[src/rtl/writeback_regfile.sv]
`default_nettype none
// ============================================================================
//  Module   : writeback_regfile
//  Purpose  : Writeback stage of a 5-stage RV32 pipeline. It selects the
//             writeback value, holds the 32 x 32-bit integer register file
//             with two combinational read ports and counts retired
//             instructions.
//  Revision : 1.0 - initial release
// ----------------------------------------------------------------------------
//  Parameters
//    INSTRET_W   width of the retired-instruction counter (default 32)
//  Ports
//    clk         in   1          rising-edge clock
//    rst         in   1          asynchronous active-high reset
//    RegWriteW   in   1          writeback register write enable
//    ValidW      in   1          writeback stage holds a real instruction
//    ResultSrcW  in   2          00 ALU, 01 load, 10 PC+4, 11 reserved (0)
//    ALUResultW  in   32         ALU result
//    ReadDataW   in   32         load data
//    PCPlus4W    in   32         link value
//    RdW         in   5          destination register index
//    A1D, A2D    in   5          decode-stage source register indices
//    RD1D, RD2D  out  32         decode-stage source operands
//    ResultW     out  32         selected writeback value
//    InstRetW    out  INSTRET_W  retired-instruction count
//  Configuration macro
//    REGFILE_BYPASS_EN  when defined, a read of the register being written
//                       in the current cycle returns ResultW (write-through).
//                       When undefined, the old value is returned until the
//                       write edge and the hazard unit covers WB-to-D.
// ============================================================================
module writeback_regfile #(
    parameter int INSTRET_W = 32
) (
    input  logic                 clk,
    input  logic                 rst,
    input  logic                 RegWriteW,
    input  logic                 ValidW,
    input  logic [1:0]           ResultSrcW,
    input  logic [31:0]          ALUResultW,
    input  logic [31:0]          ReadDataW,
    input  logic [31:0]          PCPlus4W,
    input  logic [4:0]           RdW,
    input  logic [4:0]           A1D,
    input  logic [4:0]           A2D,
    output logic [31:0]          RD1D,
    output logic [31:0]          RD2D,
    output logic [31:0]          ResultW,
    output logic [INSTRET_W-1:0] InstRetW
);

    localparam logic [1:0] c_SRC_ALU  = 2'b00;
    localparam logic [1:0] c_SRC_LOAD = 2'b01;
    localparam logic [1:0] c_SRC_PC4  = 2'b10;

    // x0 is hardwired, so only x1-x31 have storage.
    logic [31:0]          regs_q [1:31];
    logic [31:0]          regs_d [1:31];
    logic [INSTRET_W-1:0] instret_q;
    logic [INSTRET_W-1:0] instret_d;
    logic                 w_write_en;

    // Reserved select returns a defined zero so no X reaches the forwarding net.
    always_comb begin
        ResultW = 32'h0;
        case (ResultSrcW)
            c_SRC_ALU:  ResultW = ALUResultW;
            c_SRC_LOAD: ResultW = ReadDataW;
            c_SRC_PC4:  ResultW = PCPlus4W;
            default:    ResultW = 32'h0;
        endcase
    end

    // Bubbles (ValidW=0) never write, even with a stale RegWriteW.
    assign w_write_en = RegWriteW && ValidW && (RdW != 5'd0) && !rst;

    always_comb begin
        regs_d = regs_q;
        if (w_write_en) begin
            regs_d[RdW] = ResultW;
        end
    end

    always_comb begin
        instret_d = instret_q;
        if (ValidW && !rst) begin
            instret_d = instret_q + INSTRET_W'(1);
        end
    end

    always_ff @(posedge clk or posedge rst) begin
        if (rst) begin
            for (int i = 1; i < 32; i++) begin
                regs_q[i] <= 32'h0;
            end
            instret_q <= '0;
        end else begin
            regs_q    <= regs_d;
            instret_q <= instret_d;
        end
    end

    assign InstRetW = instret_q;

`ifdef REGFILE_BYPASS_EN
    // w_write_en already excludes x0, so a read of x0 never sees ResultW.
    always_comb begin
        RD1D = 32'h0;
        if (A1D != 5'd0) begin
            RD1D = (w_write_en && (A1D == RdW)) ? ResultW : regs_q[A1D];
        end
    end

    always_comb begin
        RD2D = 32'h0;
        if (A2D != 5'd0) begin
            RD2D = (w_write_en && (A2D == RdW)) ? ResultW : regs_q[A2D];
        end
    end
`else
    always_comb begin
        RD1D = 32'h0;
        if (A1D != 5'd0) begin
            RD1D = regs_q[A1D];
        end
    end

    always_comb begin
        RD2D = 32'h0;
        if (A2D != 5'd0) begin
            RD2D = regs_q[A2D];
        end
    end
`endif

endmodule
`default_nettype wire

[config.mk]
export PLATFORM = sky130hd
export DESIGN_NAME = writeback_regfile
export DESIGN_NICKNAME = d
export VERILOG_FILES = /design/src/rtl/writeback_regfile.sv
export SDC_FILE = /design/constraint.sdc
export NUM_CORES = 2
export LEC_CHECK = 0
export CORE_MARGIN = 2
export CORE_UTILIZATION = 40
export DETAILED_ROUTE_END_ITERATION = 10
export PLACE_DENSITY = 0.68
export SLEW_MARGIN = 20
export SYNTH_ARGS = -nofsm -noshare
export SYNTH_HDL_FRONTEND = slang
export SYNTH_SLANG_ARGS = --single-unit
[constraint.sdc]
create_clock -name clk -period 39.4 [get_ports clk]
set_clock_uncertainty 0.05 [all_clocks]
set_input_delay 7.88 -clock clk [delete_from_list [all_inputs] [get_ports clk]]
set_output_delay 7.88 -clock clk [all_outputs]
set_load 0.02 [all_outputs]
==> flow_summary.toml <==
[status]
status = "finished clean"

[logic_synthesis]
ys_types = 53
synth-edff-count = 0
syn_area_um2 = 53870
ys.flop_type = "dfrtp_1"
synthTopCellsByArea = "dfrtp_1, mux2i_1, mux4_2"
async_reset_ff_frac = 1.000
ys_ff_latch = 1024
yosysMostFrequentCell = "dfrtp_1"
yosys-top-cells-count = "dfrtp_1, mux2i_1, nand2_1"
synth_top_area_frac = 0.4757
synth_top_area_cell = "dfrtp_1"
synthesis.nets = 5512
synth.avg_cell_area_um2 = 9.987
ys_warn_count = 0
syn_inst = 5394
ys_seq_area_frac = 0.4757

[place]
hpwl_um = 99530
port_buffers = 244
gp_congestion = 0.8188

[drt]
routed_wl_um = 174500
drtAntennaViolNets = 0
vias_per_cell = 6.038
drc = 0
firstDrtPassIters = 6
post_drt_wl_per_cell_um = 24.36
num_vias = 43260
drt_iter0_drc = 4600

[worst_setup_path]
critPathKind = "primary input to output pin"
critical_path_required_ns = 31.47
endpoint_kind = "output pin"
crit_arrival_ns = 12.07
startpoint_type = "primary input"
critPathMaxFanout = 114

[floorplan]
die_area_um2 = 137600
die_w_um = 371.0
die_height_um = 371.0
ioPinCount = 245
rows = 134
start_util = 0.4032
core_area_um2 = 133600

[sta]
worst_pin_slew_ns = 1.153
period_share = 0.5076
hold_viol = 0
setup_tns_ns = 0
final_max_slew_viol_count = 0
period_needed_ns = 20.00
setup_viol = 0
max_freq_mhz = 50.00
rsz0062_at_grt = "false"
worst_hold_slack_ns = 0.4426
slew_headroom = 0.2203

[clock_network]
clkLatencyLatePin_ns = 0.71
cts_sinks = 1024
cts_hold_buf = 0
path_clk_slew_ns = 0.05
cts_post_setup_buffers_inserted = 0
post_cts_resized = 0
root_buffer = "clkbuf_16"
ctsLongestPathBuffers = 3
htreeDepth = 3
cts_buffers = 105
cts_tree = "yes"

[global_routing]
grt_usage = 0.2506
grt_first_pass_wirelength_um = 263600
grt_overflow = 0
antenna_found_initial = 2
grt_max_degree = 174
first_global_vias = 42930

[cells_and_area]
register_area_um2 = 25620
multiInputGateArea_um2 = 25680
final_nets = 5434
area_growth_pct = 12.53
fillerInstances = 12340
drive_above_1_share = 0.1294

[power_and_ir_drop]
power_density_nw_per_um2 = 45.23
p_leak_nw = 26.61
ir_drop_v = 0.00003352

[worst_hold_path]
hp-class = "flip-flop to flip-flop"

[run]
cap_violations = 0
power breakdown:
part           internal (mW)  switching [mW]
logic                  0.193           0.256
clock network          0.617           0.437
registers               1.16          0.0830
total                   1.97           0.775
state kept, by name, summed over array words and instances (netlist names):
| name | flops |
|---|---|
| InstRetW | 32 |
| regs_q | 992 |
logic make-up (layout without fill, tap and decap cells):
| family | Yosys count | after routing | share of synthesized area |
|---|---|---|---|
| adder cells (fa/ha/maj) | 1 | 1 | 0.0002322 |
| AO/OA/AOI/OAI | 1533 | 1533 | 0.1622 |
| buffers and inverters | 581 | 582 | 0.05363 |
| multiplexers | 867 | 867 | 0.1950 |
| XOR/XNOR | 31 | 31 | 0.005040 |
| other | 0 | 2 | 0 |
| AND/OR/NAND/NOR | 1357 | 1357 | 0.1082 |
| flip-flops | 1024 | 1024 | 0.4757 |
worst paths after layout:
kind / startpoint / endpoint / slack, ns / depth (start not counted)
min: InstRetW[31] / InstRetW[31] / 0.44 / 1
min in group asynchronous: rst / InstRetW[2] / 7.81 / 2
max reg2reg: InstRetW[8] / InstRetW[31] / 37.75 / 4
max in group asynchronous: rst / regs_q[173] / 26.83 / 7
max: A2D[0] / RD2D[3] / 19.40 / 8
min reg2reg: InstRetW[31] / InstRetW[31] / 0.44 / 1
critical path, cell delays in order:
cell             delay, ns
buf_8                 0.67
buf_12                0.69
buf_4                 0.87
mux4_2                0.39
a22oi_1               0.07
o31a_1                0.19
nor3_1                0.46
clkdlybuf4s50_1       0.72
cells in the final DEF (no fill, tap or decap), drive strengths merged, types with 7 or more instances in the layout:
cell type      instances
nor4                  10
mux4                 129
mux2i                568
o31a                  44
xnor2                 27
nor2                 514
nand2                525
a221oi                53
o21ai                512
o22ai                309
buf                  127
clkinv                16
a221o                 10
nand2b                 7
nor3                 188
clkbuf               147
dfrtp               1024
a21oi                522
and3                  10
inv                   40
a22oi                 63
a211oi                19
nor2b                 20
bufinv                13
mux2                 170
clkdlybuf4s50        235
or3                   15
nand4                 10
nand3                 23
through the flow:
step                      cells  worst slack, ns    util  power (mW)  instance area [um^2]
after detailed placement   6977            19.47  0.4267       1.701                 57010
after global placement     6977            19.44  0.4267       1.683                 57010
final                      7165            19.40  0.4537       2.742                 60620
after floorplan            5394            2.654       -       1.554                 53870
after global routing       7164            19.24  0.4537       2.851                 60620
after CTS                  7163            19.44  0.4536       2.751                 60610
final cells by class:
class	instances	share of cell area
timing repair buffer	362	0.05550
clock buffer	147	0.04960
antenna	2	0.00008256
sequential	1024	0.4227
clock inverter	39	0.009742
inverter	34	0.002229
tap	1768	0.03649
multi-input combinational	3789	0.4237
layer usage:
metal	track usage	share of wire
met5	0	0.000097
met4	0.1251	0.050
met3	0.04641	0.083
met2	0.4006	0.46
met1	0.3265	0.41
Note: power is estimated with default switching activity, not from simulation.
